===== src/rtl/vx_stream_lru_arbiter.sv =====
// N-to-1 valid/ready stream arbiter with least-recently-granted fairness.
// Define VX_STREAM_ARB_OUTBUF_EN to insert a 2-entry output skid buffer (latency 1, no ready_out->ready_in path).
module vx_stream_lru_arbiter #(
    parameter int unsigned NUM_INPUTS = 4,
    parameter int unsigned DATAW      = 32,
    parameter int unsigned SELW       = (NUM_INPUTS > 1) ? $clog2(NUM_INPUTS) : 1
) (
    input  logic                        clk,
    input  logic                        reset,
    input  logic [NUM_INPUTS-1:0]       valid_in,
    input  logic [NUM_INPUTS*DATAW-1:0] data_in,
    output logic [NUM_INPUTS-1:0]       ready_in,
    output logic                        valid_out,
    output logic [DATAW-1:0]            data_out,
    output logic [SELW-1:0]             sel_out,
    input  logic                        ready_out
);

    // Flat position of pair (i,j), i<j, in the upper-triangular priority vector.
    function automatic int unsigned pair_idx(input int unsigned i, input int unsigned j);
        return i * NUM_INPUTS - (i * (i + 1)) / 2 + (j - i - 1);
    endfunction

    logic                  arb_valid;
    logic [DATAW-1:0]      arb_data;
    logic [SELW-1:0]       arb_sel;
    logic [NUM_INPUTS-1:0] arb_grant;
    logic                  arb_ready;
    logic                  arb_fire;

    assign ready_in = reset ? '0 : (arb_grant & {NUM_INPUTS{arb_ready}});
    assign arb_fire = arb_valid && arb_ready && !reset;

    if (NUM_INPUTS == 1) begin : g_single
        assign arb_valid = valid_in[0];
        assign arb_data  = data_in[DATAW-1:0];
        assign arb_sel   = '0;
        assign arb_grant = '1;
    end else begin : g_multi
        localparam int unsigned NPAIRS = NUM_INPUTS * (NUM_INPUTS - 1) / 2;

        logic [NPAIRS-1:0]                prio_q;
        logic [NPAIRS-1:0]                prio_d;
        logic [NUM_INPUTS*NUM_INPUTS-1:0] beats;
        logic [NUM_INPUTS-1:0]            win;

        // beats[i*N+j]: input i outranks input j; a winner outranks every other requester.
        for (genvar i = 0; i < NUM_INPUTS; i++) begin : g_row
            for (genvar j = 0; j < NUM_INPUTS; j++) begin : g_col
                if (i < j) begin : g_upper
                    localparam int unsigned P = pair_idx(i, j);
                    assign beats[i*NUM_INPUTS+j] = !prio_q[P];
                    assign prio_d[P] = !arb_fire     ? prio_q[P] :
                                       arb_grant[i] ? 1'b1      :
                                       arb_grant[j] ? 1'b0      : prio_q[P];
                end else if (i > j) begin : g_lower
                    localparam int unsigned P = pair_idx(j, i);
                    assign beats[i*NUM_INPUTS+j] = prio_q[P];
                end else begin : g_diag
                    assign beats[i*NUM_INPUTS+j] = 1'b1;
                end
            end
            assign win[i] = valid_in[i] && (&(beats[i*NUM_INPUTS +: NUM_INPUTS] | ~valid_in));
        end

        always_ff @(posedge clk) begin
            if (reset) begin
                prio_q <= '0;
            end else begin
                prio_q <= prio_d;
            end
        end

`ifdef VX_STREAM_ARB_OUTBUF_EN
        always_comb begin
            arb_grant = win;
        end
`else
        logic            lock_valid_q;
        logic            lock_valid_d;
        logic [SELW-1:0] lock_idx_q;
        logic [SELW-1:0] lock_idx_d;
        logic            lock_hold;

        // A stalled output pins the grant so the presented payload cannot change.
        always_comb begin
            lock_valid_d = arb_valid && !ready_out;
            lock_idx_d   = arb_sel;
        end

        always_ff @(posedge clk) begin
            if (reset) begin
                lock_valid_q <= 1'b0;
                lock_idx_q   <= '0;
            end else begin
                lock_valid_q <= lock_valid_d;
                lock_idx_q   <= lock_idx_d;
            end
        end

        // A source dropping valid while locked falls back to normal arbitration.
        assign lock_hold = lock_valid_q && valid_in[lock_idx_q];

        always_comb begin
            arb_grant = lock_hold ? (NUM_INPUTS'(1) << lock_idx_q) : win;
        end

        always_ff @(posedge clk) begin
            if (!reset && lock_valid_q) begin
                assert (valid_in[lock_idx_q])
                    else $error("vx_stream_lru_arbiter: locked input %0d dropped valid", lock_idx_q);
            end
        end
`endif

        always_comb begin
            arb_sel  = '0;
            arb_data = '0;
            for (int unsigned i = 0; i < NUM_INPUTS; i++) begin
                if (arb_grant[i]) begin
                    arb_sel  = SELW'(i);
                    arb_data = data_in[i*DATAW +: DATAW];
                end
            end
        end

        assign arb_valid = |valid_in;
    end

`ifdef VX_STREAM_ARB_OUTBUF_EN
    logic             out_valid_q;
    logic             out_valid_d;
    logic [DATAW-1:0] out_data_q;
    logic [DATAW-1:0] out_data_d;
    logic [SELW-1:0]  out_sel_q;
    logic [SELW-1:0]  out_sel_d;
    logic             skid_valid_q;
    logic             skid_valid_d;
    logic [DATAW-1:0] skid_data_q;
    logic [DATAW-1:0] skid_data_d;
    logic [SELW-1:0]  skid_sel_q;
    logic [SELW-1:0]  skid_sel_d;

    assign arb_ready = !skid_valid_q;

    // Output register refills from the skid entry first to keep arrival order.
    always_comb begin
        out_valid_d  = out_valid_q;
        out_data_d   = out_data_q;
        out_sel_d    = out_sel_q;
        skid_valid_d = skid_valid_q;
        skid_data_d  = skid_data_q;
        skid_sel_d   = skid_sel_q;
        if (!out_valid_q || ready_out) begin
            if (skid_valid_q) begin
                out_valid_d  = 1'b1;
                out_data_d   = skid_data_q;
                out_sel_d    = skid_sel_q;
                skid_valid_d = 1'b0;
            end else begin
                out_valid_d = arb_fire;
                out_data_d  = arb_data;
                out_sel_d   = arb_sel;
            end
        end else if (arb_fire) begin
            skid_valid_d = 1'b1;
            skid_data_d  = arb_data;
            skid_sel_d   = arb_sel;
        end
    end

    always_ff @(posedge clk) begin
        if (reset) begin
            out_valid_q  <= 1'b0;
            out_data_q   <= '0;
            out_sel_q    <= '0;
            skid_valid_q <= 1'b0;
            skid_data_q  <= '0;
            skid_sel_q   <= '0;
        end else begin
            out_valid_q  <= out_valid_d;
            out_data_q   <= out_data_d;
            out_sel_q    <= out_sel_d;
            skid_valid_q <= skid_valid_d;
            skid_data_q  <= skid_data_d;
            skid_sel_q   <= skid_sel_d;
        end
    end

    assign valid_out = out_valid_q;
    assign data_out  = out_data_q;
    assign sel_out   = out_sel_q;
`else
    assign arb_ready = ready_out;
    assign valid_out = arb_valid && !reset;
    assign data_out  = arb_data;
    assign sel_out   = arb_sel;
`endif

endmodule

===== config.mk =====
export PLATFORM = sky130hd
export DESIGN_NAME = vx_stream_lru_arbiter
export DESIGN_NICKNAME = d
export VERILOG_FILES = /design/src/rtl/vx_stream_lru_arbiter.sv
export SDC_FILE = /design/constraint.sdc
export NUM_CORES = 1
export LEC_CHECK = 0
export CORE_MARGIN = 4
export CORE_UTILIZATION = 27
export DETAILED_ROUTE_END_ITERATION = 10
export GPL_TIMING_DRIVEN = 0
export PLACE_DENSITY = 0.88
export SLEW_MARGIN = 20
export SYNTH_ARGS = -nofsm -noshare
export SYNTH_HDL_FRONTEND = slang
export SYNTH_SLANG_ARGS = --single-unit

===== constraint.sdc =====
create_clock -name clk -period 4.7 [get_ports clk]
set_input_delay 0.705 -clock clk [delete_from_list [all_inputs] [get_ports clk]]
set_output_delay 0.705 -clock clk [all_outputs]
set_load 0.01 [all_outputs]

* Yosys cells after proc, flatten, opt, wreduce, memory -nomap -nowiden *
Cells that the tools add are included.

operators by class
  reductions and logical operators = 34
  shifts and indexed selects = 1
  muxes and demuxes = 20
  order comparisons = 1
  bitwise logic cells = 6

operators by type and width
  operator             number
  $mux 32              4
  $or 4x4->4           4
  $reduce_and 4->1     4
  $reduce_and 2->1     6
  $reduce_bool 2->1    6
  $mux 1               11
  $logic_and 1x1->1    9
  $logic_not 1->1      8
  $mux 4               2
  $and 4x4->4          1
  $mux 2               2
  $not 4->4            1
  $reduce_or 4->1      1
  $shl 1x2->4 const A  1
  $lt 2x3->1 const B   1
  $bmux 1 s2           1

storage, ports and cells
  output and inout bits = 39
  input port bits = 135
  flip-flop bits (word level) = 9
  logic and storage cells = 70

* Depth between registers and ports, before layout *
  depth after elaboration = 9
  gate-level depth with buffers = 6
  gate-level depth less buffers = 5

* Worst setup path before layout *
Ideal clock, no wire load.

  kind = input to output
  start = input port valid_in[3]
  end = output port data_out[12]
  path buffers = 2
  slack = 2044 ps
  arrival time = 1951 ps
  data required time = 3995 ps
  stages = 6
  path through = mux2i_1 > o22ai_4 > o31a_4 > buf_6 > buf_4 > a21oi_1

between the ends
  cells in the longest elaborated chain, start to end = 9
  elaborated cells on any way between the ends = 21
  classes of those cells = mux (7); bitwise (5); reduce/logical (9)

RTL lines
  element               RTL line  source
  from (decl)           10        input logic [NUM_INPUTS-1:0] valid_in,
  $not 4->4             63        assign win[i] = valid_in[i] && (&(beats[i*NUM_INPUTS +: NUM_INPUTS] | ~valid_in));
  $or 4x4->4            63
  $reduce_and 4->1      63
  $logic_and 1x1->1     63
  $mux 4 (*)            105       arb_grant = lock_hold ? (NUM_INPUTS'(1) << lock_idx_q) : win;
  $mux 32 (3 in a row)  120       if (arb_grant[i]) begin
  $mux 32 (*)           120
  to (decl)             14        output logic [DATAW-1:0] data_out,

Mark *: on every way between the ends. The rest lies on a longest branch, timed or not. The select of a mux whose other input is x is not followed.

* Worst setup path after layout *
  start = input port valid_in[2]
  end = output port data_out[19]

Same word-level chain as after synthesis.

==> results.md <==
* Final net count at 489
* Clock Latency Late Sink at 0.23 ns
* Switching Share at 33.1%
* Slew Limit Headroom at 67.8%
* Reg-to-reg critical path startpoint: g_multi.lock_idx_q[1]
* Internal Dissipation at 0.403 mW
* Area leader, netlist: a222oi_1
* Die area at 5900 um2
* Clock transition at path regs at 0.04 ns
* CTS resizes at 0
* Post-Place Cell Area at 3080 um2
* Fmax at 248 MHz
* Final Critical Period at 4.03 ns
* Peak VDD IR at 121 uV
* Routed WL per cell at 18.3 um
* Setup TNS at 0 ns
* Outcome: finished clean
* Max Cap Violations at 0
* RSZ-0062 raised after global routing: false
* Worst hold start: g_multi.prio_q[4]
* Comb power frac at 70.2%
* Clock Tree Buf Depth at 2
* CP Max Fanout at 10
* Design area at 3120 um2
* 1st-iter DRT viols at 281
* Syn avg cell area at 7.27 um2
* Reg power frac at 15.0%
* Startpoint Class: input port
* Cell row count at 24
* Synth top area share at 25.0%
* Final GP Congestion at 0.861
* H-tree depth at 1
* Met1 WL at 2810 um
* Vias in the first global route at 2281
* Slew Viols, Final at 0
* Total power draw at 0.603 mW
* Vias per Instance at 5.63
* DRT Wirelength at 7430 um
* Die Width at 76.8 um
* Die H at 76.8 um
* IO buf count at 173
* # diodes at 0
* Largest net degree at the start of global routing at 11
* Top cells by area, synth: a222oi_1 (25%), dfxtp_1 (14%), a21oi_1 (13%), nor2_1 (10%), buf_6 (5.3%)
* First-pass GRT wire length at 11100 um
* Post-synth net total at 311
* Primary FF master, synth: dfxtp_1
* Number of synthesized flops with an enable pin at 0
* Psw at 0.200 mW
* Post-detail-place hpwl at 6150 um
* Final hold vios at 0
* Core Region at 4470 um2
* Layout area overhead at 144%
* Commonest non-fill, non-tap cell in the layout: clkdlybuf4s50_1
* Clk_skew at 0.00197 ns
* Reg2Reg Setup Slack at 2.58 ns
* First-pass iteration count of the detailed router at 6
* Initial antenna violation count at 0
* Filler cells at 377
* Yosys cell types at 32
* CP Launch Point: valid_in[2]
* Netlist Area Pre-Place at 1280 um2
* Met2 wire length at 3820 um
* Synth Warn # at 0
* Asr flop ratio synth at 0%
* Initial Utilization at 28.6%
* Synthesized instance count at 176
* Crit path capture type: output port
* Top-level I/O count at 174
* CP arrival at 3.33 ns
* Clk pwr share at 14.8%
* Hold buffers post-CTS at 0
* Root Driver: clkbuf_8
* Met3 WL at 661 um
* Sequential-to-total area share from yosys stat at 14.1%
* Pwr/cell area at 193 nW/um2
* Setup bufs post-CTS at 0
* TritonCTS Buffers at 3
* Hold crit path type: flip-flop to flip-flop
* Worst Path Required at 3.99 ns
* CTS tree: built
* Top Layer Used: met4
* Fin util at 69.7%
* CP Class: input port to output port
* Share of layout cells above drive strength 1 at 6.52%
* #FFs+latches synth at 9
* Tcrit/Tclk final at 85.8%
* Most used cells in the layout excluding fill and tap cells: clkdlybuf4s50_1 (173), nor2_1 (34), a21oi_1 (33), a222oi_1 (32), nand2_1 (13)
* Via count at 2281
* # DRC at 0
* Leak Pwr at 1.19 nW
* Grt total ovfl at 0
* Setup violators final at 0
* # clock sinks at 9
* GRT Total Usage at 23.0%
* Routed Antenna Nets at 0
* Slew @ Worst Pin at 0.483 ns
==> power by group through the flow <==
stage / Combinational, mW / Sequential, mW / Clock [mW]
finish: 0.423 / 0.0907 / 0.0890
global route: 0.449 / 0.0917 / 0.0943
CTS: 0.425 / 0.0902 / 0.0887
detailed placement: 0.423 / 0.0916 / 0
global placement: 0.415 / 0.0912 / 0
floorplan: 0.166 / 0.0893 / 0
==> state kept, by name, indices dropped and copies added, names as in the netlist <==
signal                flops
g_multi.lock_valid_q      1
g_multi.prio_q            6
g_multi.lock_idx_q        2
==> synth_stat cells, drive strengths merged, types with 2 or more instances <==
cell type	count
o21ai	7
a32o	3
nor2	34
nor2b	3
nand4b	2
clkbuf	2
a21oi	33
inv	7
a222oi	32
mux2i	2
nand2	13
o22ai	3
buf	14
dfxtp	9
==> final timing paths <==
path | end | cells past startpoint
setup / recovery | data_out[19] | 8
hold / removal | g_multi.prio_q[4] | 2
setup reg to reg | g_multi.prio_q[1] | 5
hold reg to reg | g_multi.prio_q[4] | 2
==> layer usage <==
metal | vias up | track usage, %
li1 | 1073 | -
met2 | 145 | 44.9
met1 | 1050 | 25.1
met3 | 13 | 3.98
met5 | - | 0
met4 | 0 | 5.80
==> critical path, stage by stage <==
cell	delay [ns]
clkdlybuf4s50_1	0.52
mux2i_1	0.31
o22ai_4	0.17
o31ai_4	0.51
buf_4	0.27
a222oi_1	0.10
a21oi_1	0.17
clkdlybuf4s50_1	0.57
==> cell type report <==
type,instances,area (um2),area share [%]
buffer,16,134,4.29
clock buffer,4,45.0,1.44
inverter,7,26.3,0.842
multi-input combinational,144,938,30.1
sequential,9,180,5.77
tap,52,65.1,2.09
timing repair buffer,173,1730,55.5
==> cell families (layout without fill, tap and decap cells) <==
group / count (synthesis) / in the layout / synth area share, %
AO/OA/AOI/OAI: 82 / 82 / 51.1
buffers and inverters: 23 / 200 / 12.5
flip-flops: 9 / 9 / 14.1
multiplexers: 2 / 2 / 1.57
AND/OR/NAND/NOR: 60 / 60 / 20.7
==> through the flow <==
stage	hold slack, ns	worst slack [ns]	cells
2_1_floorplan	0.446	2.04	176
3_3_place_gp	0.465	0.780	401
3_5_place_dp	0.472	0.650	401
4_1_cts	0.476	0.661	405
5_1_grt	0.525	0.553	405
6_report	0.479	0.666	405
No activity file was read; power rests on OpenSTA's default activity.
